## config.mk

```make
export PLATFORM = sky130hd
export DESIGN_NAME = decode_stage_flat
export DESIGN_NICKNAME = d
export VERILOG_FILES = /design/src/rtl/cpu_pkg.sv /design/src/rtl/decode_stage_if.sv /design/src/rtl/reg_file.sv /design/src/rtl/decode_stage.sv /design/src/flat_wrapper.sv
export SDC_FILE = /design/constraint.sdc
export NUM_CORES = 2
export LEC_CHECK = 0
export ABC_AREA = 1
export CELL_PAD_IN_SITES_DETAIL_PLACEMENT = 1
export CELL_PAD_IN_SITES_GLOBAL_PLACEMENT = 1
export CORE_ASPECT_RATIO = 1.1
export CORE_MARGIN = 3
export CORE_UTILIZATION = 49
export DETAILED_ROUTE_END_ITERATION = 7
export MAX_ROUTING_LAYER = met4
export PLACE_DENSITY = 0.86
export SYNTH_ARGS = -nofsm -noshare
export SYNTH_HDL_FRONTEND = slang
export SYNTH_SLANG_ARGS = --single-unit
```

## constraint.sdc

```tcl
create_clock -name clk -period 89.9 [get_ports clk]
set_clock_uncertainty 0.05 [all_clocks]
set_input_delay 13.485 -clock clk [delete_from_list [all_inputs] [get_ports clk]]
set_output_delay 13.485 -clock clk [all_outputs]
set_load 0.02 [all_outputs]
```

## src/rtl/cpu_pkg.sv

```systemverilog
// Shared lab-CPU definitions: opcode/funct constants, ALU control encoding and
// instruction field slices used by the decode stage.
package cpu_pkg;

   localparam int DATA_W     = 32;
   localparam int REG_ADDR_W = 5;

   localparam logic [5:0] OP_RTYPE = 6'h00;
   localparam logic [5:0] OP_LW    = 6'h23;
   localparam logic [5:0] OP_SW    = 6'h2B;

   localparam logic [5:0] FN_ADD = 6'h20;
   localparam logic [5:0] FN_SUB = 6'h22;
   localparam logic [5:0] FN_AND = 6'h24;
   localparam logic [5:0] FN_OR  = 6'h25;
   localparam logic [5:0] FN_SLT = 6'h2A;

   typedef enum logic [2:0] {
      ALU_ADD = 3'd0,
      ALU_SUB = 3'd1,
      ALU_AND = 3'd2,
      ALU_OR  = 3'd3,
      ALU_SLT = 3'd4
   } alu_ctr_e;

   function automatic logic [5:0] ir_op(input logic [31:0] ir);
      return ir[31:26];
   endfunction

   function automatic logic [4:0] ir_rs(input logic [31:0] ir);
      return ir[25:21];
   endfunction

   function automatic logic [4:0] ir_rt(input logic [31:0] ir);
      return ir[20:16];
   endfunction

   function automatic logic [4:0] ir_rd(input logic [31:0] ir);
      return ir[15:11];
   endfunction

   function automatic logic [15:0] ir_imm(input logic [31:0] ir);
      return ir[15:0];
   endfunction

   function automatic logic [5:0] ir_funct(input logic [31:0] ir);
      return ir[5:0];
   endfunction

endpackage

```

## src/rtl/decode_stage_if.sv

```systemverilog
// Fetch/WB-facing inputs and D/X-facing outputs of the decode stage.
interface decode_stage_if #(
   parameter int DATA_W     = 32,
   parameter int REG_ADDR_W = 5
);
   logic [31:0]           FD_IR;
   logic                  wb_en;
   logic [REG_ADDR_W-1:0] wb_rd;
   logic [DATA_W-1:0]     wb_data;
   logic [DATA_W-1:0]     A;
   logic [DATA_W-1:0]     B;
   logic [DATA_W-1:0]     DX_SD;
   logic [REG_ADDR_W-1:0] DX_RD;
   logic [2:0]            ALUctr;
   logic                  DX_MemRead;
   logic                  DX_MemWrite;
   logic                  stall;

   modport master (
      output FD_IR, wb_en, wb_rd, wb_data,
      input  A, B, DX_SD, DX_RD, ALUctr, DX_MemRead, DX_MemWrite, stall
   );

   modport slave (
      input  FD_IR, wb_en, wb_rd, wb_data,
      output A, B, DX_SD, DX_RD, ALUctr, DX_MemRead, DX_MemWrite, stall
   );
endinterface

```

## src/rtl/reg_file.sv

```systemverilog
// 2-read/1-write register file, r0 hardwired to zero.
// WB_BYPASS_EN: a same-cycle WB write is forwarded to a matching read port.
module reg_file
   import cpu_pkg::*;
#(
   parameter int DATA_W     = 32,
   parameter int REG_ADDR_W = 5
) (
   input  logic                  clk,
   input  logic                  rst,
   input  logic                  we,
   input  logic [REG_ADDR_W-1:0] waddr,
   input  logic [DATA_W-1:0]     wdata,
   input  logic [REG_ADDR_W-1:0] raddr_a,
   input  logic [REG_ADDR_W-1:0] raddr_b,
   output logic [DATA_W-1:0]     rdata_a,
   output logic [DATA_W-1:0]     rdata_b
);
   localparam int DEPTH = 2 ** REG_ADDR_W;

   logic [DATA_W-1:0] mem [DEPTH];
   logic              wr_ok;

   assign wr_ok = we && (waddr != {REG_ADDR_W{1'b0}});

   // Register array with asynchronous clear; writes to r0 are dropped.
   always_ff @(posedge clk or posedge rst) begin
      if (rst) begin
         for (int i = 0; i < DEPTH; i++) begin
            mem[i] <= {DATA_W{1'b0}};
         end
      end else if (wr_ok) begin
         mem[waddr] <= wdata;
      end
   end

   // Asynchronous read ports.
   always_comb begin
      rdata_a = {DATA_W{1'b0}};
      rdata_b = {DATA_W{1'b0}};
      if (raddr_a == {REG_ADDR_W{1'b0}}) begin
         rdata_a = {DATA_W{1'b0}};
`ifdef WB_BYPASS_EN
      end else if (wr_ok && (waddr == raddr_a)) begin
         rdata_a = wdata;
`endif
      end else begin
         rdata_a = mem[raddr_a];
      end
      if (raddr_b == {REG_ADDR_W{1'b0}}) begin
         rdata_b = {DATA_W{1'b0}};
`ifdef WB_BYPASS_EN
      end else if (wr_ok && (waddr == raddr_b)) begin
         rdata_b = wdata;
`endif
      end else begin
         rdata_b = mem[raddr_b];
      end
   end
endmodule

```

## src/rtl/decode_stage.sv

```systemverilog
// ID stage: decode, register-file read, load-use stall and D/X pipeline register.
// Optional WB_BYPASS_EN macro enables write-then-read forwarding in reg_file.
module decode_stage
   import cpu_pkg::*;
#(
   parameter int DATA_W     = 32,
   parameter int REG_ADDR_W = 5
) (
   input  logic          clk,
   input  logic          rst,
   decode_stage_if.slave bus
);
   logic [31:0]           ir;
   logic [5:0]            op;
   logic [5:0]            funct;
   logic [4:0]            rs;
   logic [4:0]            rt;
   logic [4:0]            rd;
   logic [15:0]           imm;
   logic                  shamt_unused;
   logic [DATA_W-1:0]     rs_data;
   logic [DATA_W-1:0]     rt_data;
   logic [DATA_W-1:0]     imm_sext;

   logic                  legal;
   logic                  is_rtype;
   logic                  is_lw;
   logic                  is_sw;
   alu_ctr_e              alu_n;
   logic                  hazard;

   logic [DATA_W-1:0]     a_n, b_n, sd_n;
   logic [REG_ADDR_W-1:0] rd_n;
   logic                  mr_n, mw_n;

   logic [DATA_W-1:0]     a_q, b_q, sd_q;
   logic [REG_ADDR_W-1:0] rd_q;
   logic [2:0]            alu_q;
   logic                  mr_q, mw_q;

   assign ir           = bus.FD_IR;
   assign op           = ir_op(ir);
   assign funct        = ir_funct(ir);
   assign rs           = ir_rs(ir);
   assign rt           = ir_rt(ir);
   assign rd           = ir_rd(ir);
   assign imm          = ir_imm(ir);
   assign shamt_unused = ^ir[10:6];
   assign imm_sext     = {{(DATA_W-16){imm[15]}}, imm};

   reg_file #(.DATA_W(DATA_W), .REG_ADDR_W(REG_ADDR_W)) u_reg_file (
      .clk     (clk),
      .rst     (rst),
      .we      (bus.wb_en),
      .waddr   (bus.wb_rd),
      .wdata   (bus.wb_data),
      .raddr_a (rs),
      .raddr_b (rt),
      .rdata_a (rs_data),
      .rdata_b (rt_data)
   );

   // Instruction classification; unknown op/funct (including all-zero) is illegal.
   always_comb begin
      legal    = 1'b0;
      is_rtype = 1'b0;
      is_lw    = 1'b0;
      is_sw    = 1'b0;
      alu_n    = ALU_ADD;
      case (op)
         OP_RTYPE: begin
            legal    = 1'b1;
            is_rtype = 1'b1;
            case (funct)
               FN_ADD:  alu_n = ALU_ADD;
               FN_SUB:  alu_n = ALU_SUB;
               FN_AND:  alu_n = ALU_AND;
               FN_OR:   alu_n = ALU_OR;
               FN_SLT:  alu_n = ALU_SLT;
               default: begin
                  legal    = 1'b0;
                  is_rtype = 1'b0;
               end
            endcase
         end
         OP_LW: begin
            legal = 1'b1;
            is_lw = 1'b1;
         end
         OP_SW: begin
            legal = 1'b1;
            is_sw = 1'b1;
         end
         default: legal = 1'b0;
      endcase
   end

   // Load-use: rt only matters when it is actually read as an operand (R-type, sw store data).
   assign hazard = !rst && mr_q && legal && (rd_q != {REG_ADDR_W{1'b0}}) &&
                   ((rd_q == rs) || ((rd_q == rt) && (is_rtype || is_sw)));

   // Next D/X contents; stalls and illegal instructions insert a bubble.
   always_comb begin
      a_n  = {DATA_W{1'b0}};
      b_n  = {DATA_W{1'b0}};
      sd_n = {DATA_W{1'b0}};
      rd_n = {REG_ADDR_W{1'b0}};
      mr_n = 1'b0;
      mw_n = 1'b0;
      if (legal && !hazard) begin
         a_n = rs_data;
         if (is_rtype) begin
            b_n  = rt_data;
            rd_n = rd;
         end else if (is_lw) begin
            b_n  = imm_sext;
            rd_n = rt;
            mr_n = 1'b1;
         end else begin
            b_n  = imm_sext;
            sd_n = rt_data;
            mw_n = 1'b1;
         end
      end else begin
         a_n = {DATA_W{1'b0}};
      end
   end

   // D/X pipeline register.
   always_ff @(posedge clk or posedge rst) begin
      if (rst) begin
         a_q   <= {DATA_W{1'b0}};
         b_q   <= {DATA_W{1'b0}};
         sd_q  <= {DATA_W{1'b0}};
         rd_q  <= {REG_ADDR_W{1'b0}};
         alu_q <= 3'd0;
         mr_q  <= 1'b0;
         mw_q  <= 1'b0;
      end else begin
         a_q   <= a_n;
         b_q   <= b_n;
         sd_q  <= sd_n;
         rd_q  <= rd_n;
         alu_q <= (legal && !hazard) ? alu_n : ALU_ADD;
         mr_q  <= mr_n;
         mw_q  <= mw_n;
      end
   end

   assign bus.A           = a_q;
   assign bus.B           = b_q;
   assign bus.DX_SD       = sd_q;
   assign bus.DX_RD       = rd_q;
   assign bus.ALUctr      = alu_q;
   assign bus.DX_MemRead  = mr_q;
   assign bus.DX_MemWrite = mw_q;
   assign bus.stall       = hazard;
endmodule

```

## src/flat_wrapper.sv

```systemverilog
// flat-port wrapper written by rule: the top's interface ports become plain ports
module decode_stage_flat import cpu_pkg::*;
#(
   parameter int DATA_W     = 32,
   parameter int REG_ADDR_W = 5
)
  (clk, rst, bus_FD_IR, bus_wb_en, bus_wb_rd, bus_wb_data, bus_A, bus_B, bus_DX_SD, bus_DX_RD, bus_ALUctr, bus_DX_MemRead, bus_DX_MemWrite, bus_stall);
  decode_stage_if #(.DATA_W(DATA_W), .REG_ADDR_W(REG_ADDR_W)) bus_i ();
  input  logic clk;
  input  logic rst;
  input wire logic [$bits(bus_i.FD_IR)-1:0] bus_FD_IR;
  input wire logic [$bits(bus_i.wb_en)-1:0] bus_wb_en;
  input wire logic [$bits(bus_i.wb_rd)-1:0] bus_wb_rd;
  input wire logic [$bits(bus_i.wb_data)-1:0] bus_wb_data;
  output wire logic [$bits(bus_i.A)-1:0] bus_A;
  output wire logic [$bits(bus_i.B)-1:0] bus_B;
  output wire logic [$bits(bus_i.DX_SD)-1:0] bus_DX_SD;
  output wire logic [$bits(bus_i.DX_RD)-1:0] bus_DX_RD;
  output wire logic [$bits(bus_i.ALUctr)-1:0] bus_ALUctr;
  output wire logic [$bits(bus_i.DX_MemRead)-1:0] bus_DX_MemRead;
  output wire logic [$bits(bus_i.DX_MemWrite)-1:0] bus_DX_MemWrite;
  output wire logic [$bits(bus_i.stall)-1:0] bus_stall;
  assign bus_i.FD_IR = bus_FD_IR;
  assign bus_i.wb_en = bus_wb_en;
  assign bus_i.wb_rd = bus_wb_rd;
  assign bus_i.wb_data = bus_wb_data;
  assign bus_A = bus_i.A;
  assign bus_B = bus_i.B;
  assign bus_DX_SD = bus_i.DX_SD;
  assign bus_DX_RD = bus_i.DX_RD;
  assign bus_ALUctr = bus_i.ALUctr;
  assign bus_DX_MemRead = bus_i.DX_MemRead;
  assign bus_DX_MemWrite = bus_i.DX_MemWrite;
  assign bus_stall = bus_i.stall;
  decode_stage #(.DATA_W(DATA_W), .REG_ADDR_W(REG_ADDR_W)) u_core (.clk(clk), .rst(rst), .bus(bus_i));
endmodule
```

==> flow_summary.json <==
{
  "outcome": "completed",
  "yosysWarnings": 0,
  "crit_path_end_kind": "output pin",
  "setup_repair_after_global_routing_missed_its_margin": "no",
  "final_antenna_net_count": 0,
  "max_freq_mhz": 33.4,
  "mostFrequentLayoutCells": "sky130_fd_sc_hd__nand2_1 (3291), sky130_fd_sc_hd__nand3_1 (1392), sky130_fd_sc_hd__dfrtp_1 (1130)",
  "post-route-worst-setup-slack_ps": 59980,
  "total_die_area_um2": 127000,
  "timing.max_cap.violations": 0,
  "critical_path.reg2reg.startpoint": "u_core.bus.DX_RD[1]",
  "ys_top_cells_by_area": "sky130_fd_sc_hd__dfrtp_1 (47%), sky130_fd_sc_hd__nand2_1 (21%), sky130_fd_sc_hd__nand3_1 (12%)",
  "io_pins": 179,
  "drtIter0Drc": 7017,
  "fin_nets": 8193,
  "hpwlAfterDp_mm": 146,
  "fin_total_pwr_mw": 1.49,
  "placeableCoreArea_um2": 121000,
  "detail_route.vias_per_cell": 6.39,
  "vias": 62990,
  "cts.path.max_buffers": 3,
  "insertion_delay_ps": 780,
  "worstSetupStartpoint": "bus_FD_IR[22]",
  "initial_antenna_violation_count": 16,
  "critical_path_depth": 10,
  "post-route-min-period_ps": 29920,
  "drive_gt1_share_pct": 4.60,
  "syn-num-nets": 8522,
  "cp.required_ps": 76360,
  "grt_first_pass_wirelength_mm": 394,
  "tritoncts": "done",
  "dp_worst_setup_slack_ps": 60070,
  "wl_met1_mm": 99.7,
  "cts_root_buf": "sky130_fd_sc_hd__clkbuf_16",
  "grt_overflow": 0,
  "synthToLayoutAreaGrowth_pct": 10.2,
  "finalMaxSlewViolations": 0,
  "worstPathArrival_ps": 16390,
  "post_cts_hold_buffer_count": 0,
  "report.final.hold_viol_count": 0,
  "synthesis.instances": 8450,
  "syn_avg_cell_area_um2": 7.10,
  "routed_wl_mm": 260,
  "std_cell_rows": 134,
  "static-leakage-power_nw": 30.5,
  "worst_setup_path_endpoint": "bus_stall",
  "detailed_routed_wire_length_on_met3_mm": 24.4,
  "sequential_fraction_of_the_synthesis_area_pct": 47.1,
  "critical_path.max_fanout": 98,
  "ir_drop_mv": 0.0189,
  "drc": 0,
  "avgRoutedWirePerCell_um": 26.3,
  "critical_path.n_buffers_inverters": 5,
  "startpoint_type": "input pin",
  "die_span_in_y_um": 373,
  "met2_wirelength_mm": 119,
  "timing.hold.worst.class": "flip-flop to flip-flop",
  "number_of_detailed_route_iterations_in_the_first_pass": 6,
  "clk_pin_slew_worst_paths_ps": 50,
  "post_synth_instance_area_um2": 60000,
  "timing.critical_path.slowest_cell_delay_ps": 670,
  "ys_ff_latch": 1130,
  "path_delay_family": "buffers and inverters",
  "yosys.cell_types.count": 29,
  "power_per_unit_of_standard_cell_area_nw_per_um2": 22.5,
  "setup-tns-final_ps": 0,
  "final.hold.worst_slack_ps": 353,
  "place_congestion": 0.896,
  "seqCellArea_um2": 28300,
  "crit_path_cells": "buf_8 -> buf_4 -> inv_8 -> nor2_1 -> nor4_1 -> nand3_1 -> nand2_1 -> nand2_2 -> inv_1 -> clkdlybuf4s50_1",
  "capture_point_of_the_worst_reg_to_reg_path": "u_core.bus.A[9]",
  "reg2reg_setup_slack_ps": 86930,
  "clock_sinks": 1130,
  "synth.largest_area_cell": "sky130_fd_sc_hd__dfrtp_1",
  "cts-buffers-inserted": 135,
  "fillCellCount": 15496,
  "fin_crit_sh_pct": 33.3,
  "die_width_um": 340,
  "worst-r2r-cell-count": 9,
  "synth.top_cell.area_share_pct": 47.1,
  "critical_path.slowest_cell": "sky130_fd_sc_hd__buf_4",
  "postCtsSetupBuffers": 0,
  "grt_start_max_net_pins": 161,
  "setup_viol": 0,
  "slew_headroom_pct": 9.07,
  "mostFrequentLayoutCell": "sky130_fd_sc_hd__nand2_1",
  "worstSetupPathType": "input pin to output pin",
  "ctsHtreeMaxLevel": 4,
  "dr.max_layer_used": "met4",
  "buffer_ports.inserted": 178,
  "grt_pass1_vias": 64587,
  "max_slew.worst_pin.slew_ps": 1360,
  "cts_repair_resize_count": 0,
  "start_util_pct": 49.4,
  "global_route.usage.total_pct": 41.5,
  "multi_input_combinational_cell_area_um2": 28200
}
[worst min path at each step]
stage	startpoint	to	slack, ps	depth (start not counted)
3_3_place_gp	u_core.u_reg_file.mem[992]	u_core.u_reg_file.mem[992]	340	0
5_1_grt	u_core.u_reg_file.mem[1019]	u_core.u_reg_file.mem[1019]	360	0
3_5_place_dp	u_core.u_reg_file.mem[1022]	u_core.u_reg_file.mem[1022]	340	0
2_1_floorplan	u_core.u_reg_file.mem[1000]	u_core.u_reg_file.mem[1000]	400	1
4_1_cts	u_core.u_reg_file.mem[997]	u_core.u_reg_file.mem[997]	350	0
6_report	u_core.u_reg_file.mem[1020]	u_core.u_reg_file.mem[1020]	350	0
[worst reg2reg max path: stages (launching register included)]
cell and delay (ps):
sky130_fd_sc_hd__dfrtp_1 420, sky130_fd_sc_hd__inv_1 110, sky130_fd_sc_hd__nor2_1 50, sky130_fd_sc_hd__nor4_1 370
sky130_fd_sc_hd__nand3_1 110, sky130_fd_sc_hd__nand2_1 120, sky130_fd_sc_hd__nand2_2 140, sky130_fd_sc_hd__nand2_4 500
sky130_fd_sc_hd__buf_4 600, sky130_fd_sc_hd__nor2_1 310
[power by group]
| group | switching, mW | internal, mW |
|---|---|---|
| logic | 0.184 | 0.0931 |
| registers | 0.0715 | 0.596 |
| clock network | 0.230 | 0.315 |
| total | 0.485 | 1.00 |
[flip-flops by register name (all words and copies together), names as in the netlist]
register / flops
u_core.bus.DX_RD: 5
u_core.bus.DX_MemRead: 1
u_core.bus.ALUctr: 3
u_core.bus.A: 32
u_core.bus.B: 32
u_core.bus.DX_SD: 32
u_core.u_reg_file.mem: 1024
u_core.bus.DX_MemWrite: 1
[per-stage QoR]
stage / util (%) / instance area [um2] / cells
final: 54.5 / 66100 / 9864
after global routing: 54.5 / 66100 / 9860
after floorplan: - / 60000 / 8450
after global placement: 50.9 / 61800 / 9616
after CTS: 54.4 / 66100 / 9849
after detailed placement: 50.9 / 61800 / 9616
[cell families (layout without fill, tap and decap cells)]
group,count (synthesis),in the layout,share of synthesized area [%]
xor gates and xnor gates,5,5,0.0730
and+or+nand+nor,5057,5057,34.8
AOI/OAI and AO/OA,1350,1350,11.9
DFF,1130,1130,47.1
other,0,15,0
buffers and inverters,908,675,6.04
[metal layers]
layer / vias up / global-route usage (%)
li1: 26993 / -
met1: 31687 / 50.4
met2: 3392 / 64.8
met3: 918 / 8.10
met4: 0 / 23.7
met5: - / -
[area by class of cell]
class	count	share of cell area, %
Antenna cell	15	0.0568
Clock buffer	199	5.91
Clock inverter	34	0.526
Inverter	164	1.01
Multi-Input combinational cell	6412	42.6
Sequential cell	1130	42.8
Tap cell	1632	3.09
Timing Repair Buffer	278	4.04
[Yosys cell counts]
| library cell | n |
|---|---|
| sky130_fd_sc_hd__a21oi_1 | 190 |
| sky130_fd_sc_hd__and3_1 | 1 |
| sky130_fd_sc_hd__buf_1 | 86 |
| sky130_fd_sc_hd__buf_2 | 132 |
| sky130_fd_sc_hd__buf_4 | 7 |
| sky130_fd_sc_hd__buf_6 | 3 |
| sky130_fd_sc_hd__clkbuf_1 | 516 |
| sky130_fd_sc_hd__clkinv_1 | 2 |
| sky130_fd_sc_hd__dfrtp_1 | 1130 |
| sky130_fd_sc_hd__inv_1 | 149 |
| sky130_fd_sc_hd__inv_2 | 13 |
| sky130_fd_sc_hd__nand2_1 | 3310 |
| sky130_fd_sc_hd__nand2_2 | 9 |
| sky130_fd_sc_hd__nand3_1 | 1394 |
| sky130_fd_sc_hd__nand4_1 | 2 |
| sky130_fd_sc_hd__nor2_1 | 309 |
| sky130_fd_sc_hd__nor2_2 | 4 |
| sky130_fd_sc_hd__nor2_4 | 1 |
| sky130_fd_sc_hd__nor3_1 | 4 |
| sky130_fd_sc_hd__nor3_2 | 7 |
| sky130_fd_sc_hd__nor4_1 | 2 |
| sky130_fd_sc_hd__nor4_4 | 1 |
| sky130_fd_sc_hd__o211ai_1 | 98 |
| sky130_fd_sc_hd__o21ai_0 | 923 |
| sky130_fd_sc_hd__o21ai_1 | 76 |
| sky130_fd_sc_hd__o31ai_1 | 63 |
| sky130_fd_sc_hd__or2_2 | 13 |
| sky130_fd_sc_hd__xnor2_1 | 3 |
| sky130_fd_sc_hd__xor2_1 | 2 |
Power figures use the tool's default switching activity.
